===== config.mk =====
export PLATFORM = sky130hd
export DESIGN_NAME = stopwatch_seg
export DESIGN_NICKNAME = d
export VERILOG_FILES = /design/src/rtl/stopwatch_seg.sv
export SDC_FILE = /design/constraint.sdc
export NUM_CORES = 1
export LEC_CHECK = 0
export BUFFER_PORTS_ARGS = -buffer_cell sky130_fd_sc_hd__buf_2
export CORE_UTILIZATION = 35
export CTS_CLUSTER_SIZE = 8
export DETAILED_ROUTE_END_ITERATION = 8
export GPL_ROUTABILITY_DRIVEN = 0
export HOLD_SLACK_MARGIN = 0.08
export SYNTH_ARGS = -nofsm -noshare
export SYNTH_HDL_FRONTEND = slang
export SYNTH_SLANG_ARGS = --single-unit

===== constraint.sdc =====
create_clock -name clk_in -period 4.47 [get_ports clk_in]
set_clock_uncertainty 0.05 [all_clocks]
set_input_delay 0.894 -clock clk_in [delete_from_list [all_inputs] [get_ports clk_in]]
set_output_delay 0.894 -clock clk_in [all_outputs]
set_load 0.02 [all_outputs]

===== src/rtl/stopwatch_seg.sv =====
// Stopwatch counter with a 4-digit common-anode seven-segment scan driver.
// Counts M:SS.T in BCD from rising edges of a slow divided clock, which is
// sampled as data on clk_in. The optional lap-hold display feature is enabled
// by defining STOPWATCH_LAP_EN; it adds the btn_lap input.

module stopwatch_seg #(
    parameter int unsigned SCAN_DIV = 1000
) (
    input  logic        clk_in,
    input  logic        rst,
    input  logic        tick_in,
    input  logic        btn_ss,
    input  logic        btn_clr,
`ifdef STOPWATCH_LAP_EN
    input  logic        btn_lap,
`endif
    output logic [15:0] count_bcd,
    output logic        running,
    output logic [3:0]  an,
    output logic [6:0]  seg,
    output logic        dp
);

    localparam logic [19:0] ScanMax = 20'(SCAN_DIV - 1);

    // Synchronizer stages and previous-value registers for edge detection
    logic [1:0]  r_tick_sync;
    logic        r_tick_prev;
    logic [1:0]  r_ss_sync;
    logic        r_ss_prev;
    logic [1:0]  r_clr_sync;
    logic        r_clr_prev;

    logic        w_tick_p;
    logic        w_ss_p;
    logic        w_clr_p;

    // Stopwatch state
    logic [15:0] r_count;
    logic [15:0] w_count_d;
    logic [15:0] w_count_inc;
    logic        r_running;
    logic        w_running_d;

    // Scan state
    logic [19:0] r_scan_cnt;
    logic [19:0] w_scan_cnt_d;
    logic [1:0]  r_sel;
    logic [1:0]  w_sel_d;

    // Display path
    logic [15:0] w_disp;
    logic [3:0]  w_digit;
    logic [6:0]  w_seg_dec;
    logic [3:0]  w_an_dec;
    logic        w_dp_dec;
    logic [3:0]  r_an;
    logic [6:0]  r_seg;
    logic        r_dp;

    // Two-flop synchronizers plus previous-value registers on every input
    always_ff @(posedge clk_in or posedge rst) begin
        if (rst) begin
            r_tick_sync <= 2'b00;
            r_tick_prev <= 1'b0;
            r_ss_sync   <= 2'b00;
            r_ss_prev   <= 1'b0;
            r_clr_sync  <= 2'b00;
            r_clr_prev  <= 1'b0;
        end else begin
            r_tick_sync <= {r_tick_sync[0], tick_in};
            r_tick_prev <= r_tick_sync[1];
            r_ss_sync   <= {r_ss_sync[0], btn_ss};
            r_ss_prev   <= r_ss_sync[1];
            r_clr_sync  <= {r_clr_sync[0], btn_clr};
            r_clr_prev  <= r_clr_sync[1];
        end
    end

    assign w_tick_p = r_tick_sync[1] & ~r_tick_prev;
    assign w_ss_p   = r_ss_sync[1] & ~r_ss_prev;
    assign w_clr_p  = r_clr_sync[1] & ~r_clr_prev;

    // BCD increment with digit ranges 9:59.9, wrapping to 0:00.0
    always_comb begin
        w_count_inc = r_count;
        if (r_count[3:0] == 4'd9) begin
            w_count_inc[3:0] = 4'd0;
            if (r_count[7:4] == 4'd9) begin
                w_count_inc[7:4] = 4'd0;
                if (r_count[11:8] == 4'd5) begin
                    w_count_inc[11:8] = 4'd0;
                    if (r_count[15:12] == 4'd9) begin
                        w_count_inc[15:12] = 4'd0;
                    end else begin
                        w_count_inc[15:12] = r_count[15:12] + 4'd1;
                    end
                end else begin
                    w_count_inc[11:8] = r_count[11:8] + 4'd1;
                end
            end else begin
                w_count_inc[7:4] = r_count[7:4] + 4'd1;
            end
        end else begin
            w_count_inc[3:0] = r_count[3:0] + 4'd1;
        end
    end

    // Clear wins outright; a tick counts using run state from before any toggle
    always_comb begin
        w_count_d   = r_count;
        w_running_d = r_running;
        if (w_clr_p) begin
            w_count_d   = 16'h0000;
            w_running_d = 1'b0;
        end else begin
            if (w_tick_p && r_running) begin
                w_count_d = w_count_inc;
            end
            if (w_ss_p) begin
                w_running_d = ~r_running;
            end
        end
    end

    // Stopwatch count and run-state registers
    always_ff @(posedge clk_in or posedge rst) begin
        if (rst) begin
            r_count   <= 16'h0000;
            r_running <= 1'b0;
        end else begin
            r_count   <= w_count_d;
            r_running <= w_running_d;
        end
    end

    assign count_bcd = r_count;
    assign running   = r_running;

`ifdef STOPWATCH_LAP_EN
    logic [1:0]  r_lap_sync;
    logic        r_lap_prev;
    logic        w_lap_p;
    logic        r_hold;
    logic        w_hold_d;
    logic [15:0] r_snap;
    logic [15:0] w_snap_d;

    // Lap button synchronizer and edge detector
    always_ff @(posedge clk_in or posedge rst) begin
        if (rst) begin
            r_lap_sync <= 2'b00;
            r_lap_prev <= 1'b0;
        end else begin
            r_lap_sync <= {r_lap_sync[0], btn_lap};
            r_lap_prev <= r_lap_sync[1];
        end
    end

    assign w_lap_p = r_lap_sync[1] & ~r_lap_prev;

    // Lap toggles the hold; entering hold captures the live count
    always_comb begin
        w_hold_d = r_hold;
        w_snap_d = r_snap;
        if (w_clr_p) begin
            w_hold_d = 1'b0;
        end else if (w_lap_p) begin
            w_hold_d = ~r_hold;
            if (!r_hold) begin
                w_snap_d = r_count;
            end
        end
    end

    // Lap hold flag and snapshot registers
    always_ff @(posedge clk_in or posedge rst) begin
        if (rst) begin
            r_hold <= 1'b0;
            r_snap <= 16'h0000;
        end else begin
            r_hold <= w_hold_d;
            r_snap <= w_snap_d;
        end
    end

    assign w_disp = r_hold ? r_snap : r_count;
`else
    assign w_disp = r_count;
`endif

    // Scan divider: hold each digit SCAN_DIV cycles, then advance the select
    always_comb begin
        w_scan_cnt_d = r_scan_cnt + 20'd1;
        w_sel_d      = r_sel;
        if (r_scan_cnt == ScanMax) begin
            w_scan_cnt_d = 20'd0;
            w_sel_d      = r_sel + 2'd1;
        end
    end

    // Scan counter and digit select registers
    always_ff @(posedge clk_in or posedge rst) begin
        if (rst) begin
            r_scan_cnt <= 20'd0;
            r_sel      <= 2'd0;
        end else begin
            r_scan_cnt <= w_scan_cnt_d;
            r_sel      <= w_sel_d;
        end
    end

    // Select the digit, anode enable and decimal point for the current scan slot
    always_comb begin
        w_digit  = w_disp[3:0];
        w_an_dec = 4'b1110;
        w_dp_dec = 1'b1;
        unique case (r_sel)
            2'd0: begin
                w_digit  = w_disp[3:0];
                w_an_dec = 4'b1110;
            end
            2'd1: begin
                w_digit  = w_disp[7:4];
                w_an_dec = 4'b1101;
                w_dp_dec = 1'b0;  // point between SS and T
            end
            2'd2: begin
                w_digit  = w_disp[11:8];
                w_an_dec = 4'b1011;
            end
            2'd3: begin
                w_digit  = w_disp[15:12];
                w_an_dec = 4'b0111;
                w_dp_dec = 1'b0;  // point between M and SS
            end
            default: begin
                w_digit  = w_disp[3:0];
                w_an_dec = 4'b1110;
            end
        endcase
    end

    // Active-low segment decode, {g,f,e,d,c,b,a}
    always_comb begin
        w_seg_dec = 7'b1111111;
        case (w_digit)
            4'd0:    w_seg_dec = 7'b1000000;
            4'd1:    w_seg_dec = 7'b1111001;
            4'd2:    w_seg_dec = 7'b0100100;
            4'd3:    w_seg_dec = 7'b0110000;
            4'd4:    w_seg_dec = 7'b0011001;
            4'd5:    w_seg_dec = 7'b0010010;
            4'd6:    w_seg_dec = 7'b0000010;
            4'd7:    w_seg_dec = 7'b1111000;
            4'd8:    w_seg_dec = 7'b0000000;
            4'd9:    w_seg_dec = 7'b0010000;
            default: w_seg_dec = 7'b1111111;
        endcase
    end

    // Registered display outputs, one cycle behind select and count
    always_ff @(posedge clk_in or posedge rst) begin
        if (rst) begin
            r_an  <= 4'b1111;
            r_seg <= 7'b1111111;
            r_dp  <= 1'b1;
        end else begin
            r_an  <= w_an_dec;
            r_seg <= w_seg_dec;
            r_dp  <= w_dp_dec;
        end
    end

    assign an  = r_an;
    assign seg = r_seg;
    assign dp  = r_dp;

endmodule


==> key figures, run 1 <==
Run status
  – Outcome: finished, final reports clean

Clock tree
  – Root Buffer: clkbuf_8
  – CTS buffer count: 9
  – Worst-Skew Late Latency: 0.34 ns
  – Max H-tree Level: 3
  – CTS tree: yes
  – Total clock sinks: 60
  – Post-CTS Setup Inserts: 0
  – Hold Buf Count CTS: 0
  – CTS-repair resized insts: 0
  – CTS Buffer Depth: 2
  – Clk pin slew, worst setup/hold paths: 0.07 ns

Timing
  – Minimum clock period: 2.436 ns
  – Final Max Tran Viols: 0
  – RSZ-0062 raised after global routing: false
  – Setup violators final: 0
  – Max-Slew Margin vs Limit: 37.96%
  – Final worst-path cycle share: 54.51%
  – Max frequency: 410.4 MHz
  – Tightest Pin Transition: 0.9288 ns
  – Final worst slack: 2.034 ns
  – Setup_tns: 0 ns
  – Final hold vios: 0

Setup path
  – Critical path peak fanout: 10
  – Crit path required time: 4.63 ns
  – Critical path arrival: 2.60 ns
  – Worst setup path startpoint: r_scan_cnt[11]
  – Setup crit end kind: register
  – Setup Crit Path Kind: reg2reg
  – FF-to-FF Start: r_scan_cnt[11]
  – Startpoint Class: register

Synth
  – Syn Inst Count: 261
  – #FFs+latches synth: 60
  – Synth unique cells: 40
  – Post-synth EDFFs: 0
  – Ys async rst share: 100.0%
  – Cell Area, Synth: 2829 um2
  – Yosys warns: 0
  – Seq/Total Area, Yosys: 53.60%
  – Mean post-synth cell area: 10.84 um2
  – Predominant post-synthesis flop cell: dfrtp_1
  – Syn_nets: 282

Finish
  – Area grow syn2layout: 18.58%
  – # diodes: 0
  – Commonest non-fill, non-tap cells in the layout: dfrtp_1 (48), buf_2 (33), inv_1 (17), nor2_1 (17)
  – Number of fillers in the final layout: 751
  – Layout cells sized above 1: 22.73%
  – Nets@finish: 324
  – Commonest non-fill, non-tap cell in the layout: dfrtp_1
  – Design area: 3354 um2

Global routing
  – Initial antenna violation count: 0
  – Global route total overflow: 0
  – First-pass GRT wire length: 9183 um
  – Largest net degree at the start of global routing: 32
  – Vias in the first global route: 1946
  – Total Routing Usage GR: 14.17%

Placement
  – Detailed Place HPWL: 3697 um
  – Area post-placement: 3118 um2
  – Pre-CTS WS: 2.037 ns
  – Input/output buffers: 33

Routing
  – Iter 0 DRT Violations: 117
  – Vias per cell: 4.915
  – Detailed-router iteration count before antenna repair: 5
  – Final ANT Viol Nets: 0
  – Vias after detailed routing: 2015
  – DRC Markers: 0
  – Total Routed Length: 5239 um
  – Drt wl/cell: 12.78 um

Power
  – Total power: 1447 uW
  – P_leak: 0.001560 uW
  – Internal power: 1038 uW
  – Switching power: 409.0 uW
  – Worst VDD drop: 0.1443 mV
  – Combinational share of power: 15.3%
  – P per Cell Area: 431.3 nW/um2
  – Reg power frac: 45.5%
  – Switching share of power: 28.27%
  – Clock share of power: 39.2%

Floorplanning
  – Core area: 7767 um2
  – Core Rows: 32
  – Starting Density: 36.42%
  – DIE HEIGHT: 91.91 um
  – Boundary pin count: 34
  – Die Wd: 91.91 um
  – Die area: 8447 um2

Hold path
  – Hold WC Path Type: reg2reg
  – Hold path start: r_tick_sync[0]

Job
  – Max-cap violations: 0
==> cell type report <==
type	count	area, um2	area share (%)
clock buffer	13	168.9	5.035
multi-input combinational	179	1230	36.67
sequential	60	1516	45.21
tap	102	127.6	3.805
clock inverter	3	67.56	2.014
timing repair buffer	34	172.7	5.147
inverter	19	71.32	2.126
==> power groups by stage <==
stage / Sequential (uW) / Combinational [uW] / Clock [uW]
global placement: 667 / 221 / 0
detailed placement: 666 / 226 / 0
global route: 667 / 252 / 615
finish: 658 / 222 / 566
CTS: 657 / 225 / 582
floorplan: 711 / 99.8 / 0
==> final timing paths <==
kind,endpoint,slack (ns),cells past startpoint
worst min register to register,r_tick_sync[1],0.30,0
worst max-delay path,r_sel[1],2.03,4
max in group asynchronous,seg[3],2.93,3
min in group asynchronous,r_scan_cnt[6],0.58,2
worst max register to register,r_sel[1],2.03,4
worst min-delay path,r_tick_sync[1],0.30,0
==> sequential cells by signal (all words and copies together) (netlist names), 2 cells and up <==
| name | flops |
|---|---|
| r_sel | 2 |
| r_ss_sync | 2 |
| r_clr_sync | 2 |
| r_tick_sync | 2 |
| seg | 7 |
| r_scan_cnt | 20 |
| count_bcd | 16 |
| an | 4 |
==> cell families (layout without fill, tap and decap cells) <==
| logic type | after synthesis | in the layout | share of synthesized area (%) |
|---|---|---|---|
| XOR/XNOR | 20 | 20 | 6.192 |
| multiplexers | 8 | 8 | 3.096 |
| buffers and inverters | 22 | 69 | 2.919 |
| AND/OR/NAND/NOR | 92 | 92 | 17.60 |
| flip-flops | 60 | 60 | 53.60 |
| adder cells (fa/ha/maj) | 16 | 16 | 7.076 |
| AO/OA/AOI/OAI | 43 | 43 | 9.510 |
==> routing by layer <==
metal	global-route usage [%]	wire [um]
met5	0	0
met4	5.339	97
met3	6.468	352
met2	20.40	2273
met1	18.60	2516
==> Yosys cell counts (6+ instances only) <==
cell type  instances  area [um2]
inv_1             18       67.56
ha_1              16       200.2
dfstp_2           12       315.3
nand3_1           13       65.06
nand4_1            6       37.54
xor2_1            12       105.1
a21oi_1           12       60.06
nor2_1            17       63.81
dfrtp_1           48        1201
xnor2_1            8       70.07
nand2_1           16       60.06
nor3_1            10       50.05
o21ai_0           14       70.07
==> worst max-delay path, stage by stage, from the launching register on <==
cell     delay (ns)
dfrtp_1        0.44
or4_1          0.53
or4_1          0.52
nor3_4         0.43
mux2_4         0.34
==> metrics by stage <==
step	hold WS (ns)	instances	utilization (%)
after floorplan	0.2812	261	-
after global placement	0.2813	394	40.14
after detailed placement	0.2855	394	40.14
after CTS	0.3009	410	43.19
after global routing	0.3066	410	43.19
final	0.2998	410	43.19
No activity file was read; power rests on OpenSTA's default activity.
==> run 2, diff against run 1 <==
ABC_AREA = 1   (was default)
clock period = 2.32 ns   (was 4.47 ns; I/O delays follow)
==> run 2 against run 1 <==
  * Design area is 6.6% higher
  * Combinational power is 75% higher
  * Non-clock buffer count stayed put
  * First-iteration DRC count is 37% lower
  * Core utilization is 0.52 points lower
  * Critical endpoint is now seg[3]
==> key figures, run 2 <==
Timing
  – Final hold vios: 0 (unchanged)
  – Max-Slew Margin vs Limit: 67.26% (+29 points)
  – Setup violators final: 0 (unchanged)
  – Hold_ws: 0.1254 ns (-0.1744 ns)
  – Final Max Tran Viols: 0 (unchanged)
  – Setup_tns: 0 ns (unchanged)
  – RSZ-0062 raised after global routing: false
  – Max frequency: 533.6 MHz (+30%)
  – Final worst-path cycle share: 80.78% (+26 points)
  – Tightest Pin Transition: 0.4911 ns (-0.4377 ns)
  – Minimum clock period: 1.874 ns (-0.5624 ns)

Clock tree
  – CTS tree: yes
  – Post-CTS Setup Inserts: 0 (unchanged)
  – CTS-repair resized insts: 0 (unchanged)
  – Clk pin slew, worst setup/hold paths: 0.07 ns (about the same)
  – Hold Buf Count CTS: 0 (unchanged)
  – Root Buffer: clkbuf_8
  – CTS Buffer Depth: 2 (unchanged)
  – CTS buffer count: 9 (unchanged)
  – Total clock sinks: 60 (unchanged)
  – Max H-tree Level: 3 (unchanged)
  – Worst-Skew Late Latency: 0.34 ns (about the same)

Power
  – P_leak: 0.001812 uW (+16%)
  – Total power: 2479 uW (+71%)
  – Worst VDD drop: 0.3206 mV (+120%)
  – P per Cell Area: 693.4 nW/um2 (+61%)

Synth
  – Cell Area, Synth: 3085 um2 (+9.1%)
  – Top cells by area, synth: dfrtp_1 (39%), nand2_1 (11%), dfstp_2 (10%), ha_1 (6.5%), inv_1 (6.1%)
  – Area leader, netlist: dfrtp_1
  – Most common cell in the synthesized netlist: nand2_1
  – Most common library cells after synthesis: nand2_1 (88), inv_1 (50), dfrtp_1 (48)
  – Ys async rst share: 100.0% (unchanged)
  – Post-synth EDFFs: 0 (unchanged)
  – Synth unique cells: 30 (-25%)
  – #FFs+latches synth: 60 (unchanged)
  – Yosys warns: 0 (unchanged)
  – Post-synth top area share: 38.93% (-3.5 points)
  – Seq/Total Area, Yosys: 49.15% (-4.5 points)
  – Mean post-synth cell area: 8.477 um2 (-22%)
  – Syn Inst Count: 364 (+39%)
  – Syn_nets: 385 (+37%)
  – Predominant post-synthesis flop cell: dfrtp_1

Finish
  – Area of the multi-input gates: 1358 um2 (+10%)
  – Post-layout util: 42.66% (-0.52 points)
  – Largest Register: r_scan_cnt
  – Storage cell area: 1516 um2 (unchanged)
  – Area grow syn2layout: 15.90%
  – Number of fillers in the final layout: 833 (+11%)
  – Max reg flops: 20 (unchanged)
  – Layout cells sized above 1: 20.34% (-2.4 points)
  – Commonest non-fill, non-tap cells in the layout: nand2_1 (88), inv_1 (49), dfrtp_1 (48), nor2_1 (33), buf_2 (33)
  – Nets@finish: 429 (+32%)
  – # diodes: 0 (unchanged)
  – Commonest non-fill, non-tap cell in the layout: nand2_1

Floorplanning
  – Die Wd: 95.89 um (+4.3%)
  – Core area: 8382 um2 (+7.9%)
  – Core Rows: 33 (+3.1%)
  – Boundary pin count: 34 (unchanged)
  – DIE HEIGHT: 95.89 um (+4.3%)
  – Die area: 9195 um2 (+8.9%)
  – Starting Density: 36.81% (+0.39 points)

Global routing
  – Vias in the first global route: 2336 (+20%)
  – Total Routing Usage GR: 15.56% (+1.4 points)
  – First-pass GRT wire length: 10740 um (+17%)
  – Largest net degree at the start of global routing: 61 (+91%)
  – Global route total overflow: 0 (unchanged)
  – Initial antenna violation count: 0 (unchanged)

Setup path
  – Critical path peak fanout: 7 (-3)
  – CP cell instances: inv_1 -> ha_1 -> inv_2 -> nand2_1 -> o21ai_2 -> inv_1 -> ha_1 -> nand2_1 -> nand2_1 -> nand2_1 -> nand2_1
  – R2R Setup Slk: 0.45 ns (-1.59 ns)
  – Setup crit end kind: register
  – Critical R2R Capture: seg[3]
  – Startpoint Class: register
  – End of the critical path: seg[3]
  – FF-to-FF Start: r_sel[0]
  – Critical path arrival: 2.11 ns (-0.49 ns)
  – Reg2reg path depth: 11 (+7)
  – Worst setup path startpoint: r_sel[0]
  – Max incr delay on CP: 0.37 ns (-0.16 ns)
  – Cell mode on critical path: nand2_1
  – Crit path required time: 2.55 ns (-2.08 ns)
  – Setup Crit Path Kind: reg2reg
  – Worst path slowest cell: dfrtp_1

Placement
  – Detailed Place HPWL: 4522 um (+22%)
  – Input/output buffers: 33 (unchanged)

Routing
  – Vias after detailed routing: 2419 (+20%)
  – Drt wl/cell: 11.87 um (-7.1%)
  – Total Routed Length: 6148 um (+17%)
  – DRC Markers: 0 (unchanged)
  – Iter 0 DRT Violations: 74 (-37%)
  – Final ANT Viol Nets: 0 (unchanged)
  – Detailed-router iteration count before antenna repair: 4 (-1)
  – Vias per cell: 4.670 (-5.0%)

Hold path
  – Hold WC Path Type: in2async

Run status
  – Outcome: finished, final reports clean

Job
  – Max-cap violations: 0 (unchanged)
==> run 2: how the worst min path moves through the flow <==
stage / start / end / cells after the start / slack (ns)
after global placement: r_tick_sync[0] / r_tick_sync[1] / 0 / 0.28
after CTS: rst / r_clr_sync[0] / 3 / 0.12
after floorplan: r_clr_sync[0] / r_clr_sync[1] / 0 / 0.28
final: rst / r_scan_cnt[1] / 3 / 0.13
after global routing: rst / count_bcd[14] / 3 / 0.13
after detailed placement: r_tick_sync[0] / r_tick_sync[1] / 0 / 0.28
==> run 2: where the power goes <==
part	leakage, uW	internal (uW)	switching, uW
Clock	0.0000811	421	441
Sequential	0.000749	1130	94.9
Combinational	0.000981	137	252
==> run 2: layout make-up <==
class                   instances  area share (%)
inverters                      53           5.598
flip-flops and latches         60           42.41
multi-input cells             250           37.96
repair buffers                 34           5.178
well taps                     105           3.674
clock inverters                 6           1.330
clock buffers                  10           3.849
==> run 2: per-stage QoR <==
step | cells | worst slack, ns | cell area, um2
finish | 518 | 0.4459 | 3576
global route | 518 | 0.2643 | 3576
CTS | 518 | 0.4442 | 3576
detailed placement | 502 | 0.4608 | 3391
global placement | 502 | 0.5177 | 3391
floorplan | 364 | 0.3412 | 3085
==> run 2: critical path, delay by kind of cell (launching register included) <==
kind	cells	cell delay, ns
DFF	1	0.37
buffers and inverters	3	0.30
adders and majority gates	2	0.55
AOI/OAI and AO/OA	1	0.22
and+or+nand+nor	5	0.33
==> run 2: logic make-up after synthesis <==
| kind of cell | count (synthesis) | synth area share [%] |
|---|---|---|
| xor+xnor | 15 | 4.258 |
| compound gates | 35 | 6.488 |
| fa+ha+maj | 16 | 6.488 |
| simple gates | 184 | 26.76 |
| flops | 60 | 49.15 |
| buf+inv | 54 | 6.853 |
==> run 2: metal layers <==
layer	vias up	GRT usage, %	part of all wire, %
met2	40	23.87	43
met1	1115	20.53	51
met4	0	6.716	1.8
met3	11	4.344	4.1
met5	-	0	0
li1	1253	-	-
==> run 3, diff against run 2 <==
clock period = 1.8 ns   (was 2.32 ns; I/O delays follow)
==> run 3 against run 2 <==
  * Total power increased by 36%
  * Highest routed layer unchanged
  * Register-to-register slack worse by 0.32 ns
  * Maximum frequency is 12% higher
  * Clock-buffer cell count is 1 lower
  * Combinational power rose by 36%
  * Core utilization rose by 2.1 points
  * Cell count grew 2.1%
  * Flip-flop and latch count did not move
==> key figures, run 3 (same netlist as run 2, synthesis figures left out) <==
Setup path
  – Cell mode on critical path: nand2_1
  – Crit path required time: 2.03 ns (-0.52 ns)
  – FF-to-FF Start: r_sel[0]
  – Cell family contributing the most delay on the critical path: flip-flops
  – Critical R2R Capture: seg[0]
  – Worst path slowest cell: dfrtp_1
  – WP depth: 11 (unchanged)
  – Setup Crit Path Kind: reg2reg
  – Worst path bufs/invs: 3 (unchanged)
  – Reg2reg path depth: 11 (unchanged)
  – Startpoint Class: register
  – CP cell instances: inv_2 -> ha_2 -> inv_4 -> nor2_1 -> o21bai_4 -> buf_4 -> ha_1 -> nand2_1 -> nand2_1 -> nand2_1 -> nand2_1
  – R2R Setup Slk: 0.12 ns (-0.32 ns)
  – Critical path arrival: 1.90 ns (-0.21 ns)
  – End of the critical path: seg[0]
  – Max incr delay on CP: 0.40 ns (+0.03 ns)
  – Critical path peak fanout: 7 (unchanged)
  – Setup crit end kind: register
  – Worst setup path startpoint: r_sel[0]

Timing
  – Max-Slew Margin vs Limit: 63.29% (-4.0 points)
  – Final hold vios: 0 (unchanged)
  – Setup violators final: 0 (unchanged)
  – Final Max Tran Viols: 0 (unchanged)
  – Final worst-path cycle share: 93.15% (+12 points)
  – Tightest Pin Transition: 0.5495 ns (+0.05848 ns)
  – Max frequency: 596.4 MHz (+12%)
  – Minimum clock period: 1.677 ns (-0.1974 ns)

Power
  – Reg power frac: 47.3% (-2.3 points)
  – Internal power: 2307 uW (+36%)
  – Switching share of power: 31.55% (-0.20 points)
  – P per Cell Area: 898.0 nW/um2 (+30%)
  – P_leak: 0.001867 uW (+3.1%)
  – Clock share of power: 37.0% (+2.3 points)
  – Switching power: 1063 uW (+35%)
  – Combinational share of power: 15.7% (about the same)
  – Worst VDD drop: 0.7396 mV (+130%)

Routing
  – Total Routed Length: 6490 um (+5.6%)
  – Vias after detailed routing: 2490 (+2.9%)
  – Iter 0 DRT Violations: 144 (+95%)
  – DRC Markers: 0 (unchanged)
  – Final ANT Viol Nets: 0 (unchanged)
  – Vias per cell: 4.707 (+0.79%)
  – Detailed-router iteration count before antenna repair: 4 (unchanged)
  – Drt wl/cell: 12.27 um (+3.4%)

Floorplanning
  – Die Wd: 95.89 um (unchanged)
  – Starting Density: 36.81% (unchanged)
  – Core area: 8382 um2 (unchanged)
  – Core Rows: 33 (unchanged)
  – DIE HEIGHT: 95.89 um (unchanged)
  – Die area: 9195 um2 (unchanged)
  – Boundary pin count: 34 (unchanged)

Finish
  – Layout cells sized above 1: 24.53% (+4.2 points)
  – Design area: 3752 um2 (+4.9%)
  – Max reg flops: 20 (unchanged)
  – Area grow syn2layout: 21.61%
  – Storage cell area: 1516 um2 (unchanged)
  – Commonest non-fill, non-tap cell in the layout: nand2_1
  – Area of the multi-input gates: 1420 um2 (+4.6%)
  – Post-layout util: 44.77% (+2.1 points)
  – Largest Register: r_scan_cnt
  – Commonest non-fill, non-tap cells in the layout: nand2_1 (86), dfrtp_1 (48), inv_1 (46), nor2_1 (33), buf_2 (33)
  – Nets@finish: 440 (+2.6%)
  – # diodes: 0 (unchanged)
  – Number of fillers in the final layout: 822 (-1.3%)

Clock tree
  – Total clock sinks: 60 (unchanged)
  – CTS buffer count: 9 (unchanged)
  – Max H-tree Level: 3 (unchanged)
  – Clk pin slew, worst setup/hold paths: 0.08 ns (about the same)
  – CTS tree: yes
  – Worst-Skew Late Latency: 0.35 ns (about the same)
  – Root Buffer: clkbuf_8
  – CTS Buffer Depth: 2 (unchanged)

Global routing
  – Largest net degree at the start of global routing: 27 (-56%)
  – Global route total overflow: 0 (unchanged)
  – First-pass GRT wire length: 11100 um (+3.3%)
  – Total Routing Usage GR: 16.28% (+0.72 points)
  – Initial antenna violation count: 0 (unchanged)
  – Vias in the first global route: 2421 (+3.6%)

Hold path
  – Hold WC Path Type: reg2reg

Placement
  – Area post-placement: 3440 um2 (+1.4%)
  – Input/output buffers: 33 (unchanged)
  – Detailed Place HPWL: 4747 um (+5.0%)

Run status
  – Outcome: finished, final reports clean

Job
  – Max-cap violations: 0 (unchanged)
==> run 3: through the flow <==
| step | setup TNS (ns) | setup WS, ns | std cells | hold WS [ns] | total power, uW |
|---|---|---|---|---|---|
| after detailed placement | 0 | 0.07585 | 508 | 0.2864 | 2131 |
| after CTS | 0 | 0.04466 | 528 | 0.3051 | 3404 |
| after floorplan | 0 | 0.09286 | 364 | 0.2812 | 1934 |
| after global placement | 0 | 0.1158 | 508 | 0.2834 | 2115 |
| final | 0 | 0.1233 | 529 | 0.3013 | 3370 |
| after global routing | -0.005738 | -0.005738 | 529 | 0.3099 | 3548 |
==> run 3: final cells by class <==
cell class / instances / area share (%)
inverters: 53 / 5.502
flip-flops and latches: 60 / 40.41
repair buffers: 45 / 7.402
multi-input cells: 250 / 37.85
clock inverters: 7 / 2.034
clock buffers: 9 / 3.301
well taps: 105 / 3.501
==> run 3: layer usage <==
| metal | global-route usage [%] | wire length, um |
|---|---|---|
| met1 | 21.74 | 3203 |
| met5 | 0 | 0 |
| met2 | 24.64 | 2922 |
| met4 | 8.955 | 119 |
| met3 | 3.318 | 244 |
==> run 3: worst min path at each step <==
| stage | start | endpoint | depth (start not counted) |
|---|---|---|---|
| floorplan | r_clr_sync[0] | r_clr_sync[1] | 0 |
| global placement | r_tick_sync[0] | r_tick_sync[1] | 0 |
| detailed placement | r_tick_sync[0] | r_tick_sync[1] | 0 |
| CTS | r_tick_sync[0] | r_tick_sync[1] | 0 |
| global route | r_clr_sync[0] | r_clr_sync[1] | 0 |
| finish | r_tick_sync[0] | r_tick_sync[1] | 0 |
==> run 3: what timing repair did <==
action	in CTS	in global routing
hold endpoints to repair	14	0
setup endpoints to repair	0	9
hold buffers	4	0
buffers inserted	0	1
resized for setup	0	18
==> run 3: power groups by stage <==
stage | Sequential (uW) | Clock (uW) | Combinational [uW]
final | 1590 | 1250 | 530
after global routing | 1610 | 1340 | 597
after floorplan | 1690 | 0 | 239
after detailed placement | 1620 | 0 | 516
after global placement | 1610 | 0 | 505
after CTS | 1590 | 1290 | 526
==> run 3: worst register-to-register path, cell delays in order, from the launching register on <==
cell,delay (ns)
dfrtp_1,0.40
inv_2,0.07
ha_2,0.20
inv_4,0.09
nor2_1,0.06
o21bai_4,0.19
buf_4,0.15
ha_1,0.19
nand2_1,0.06
nand2_1,0.05
nand2_1,0.05
nand2_1,0.05
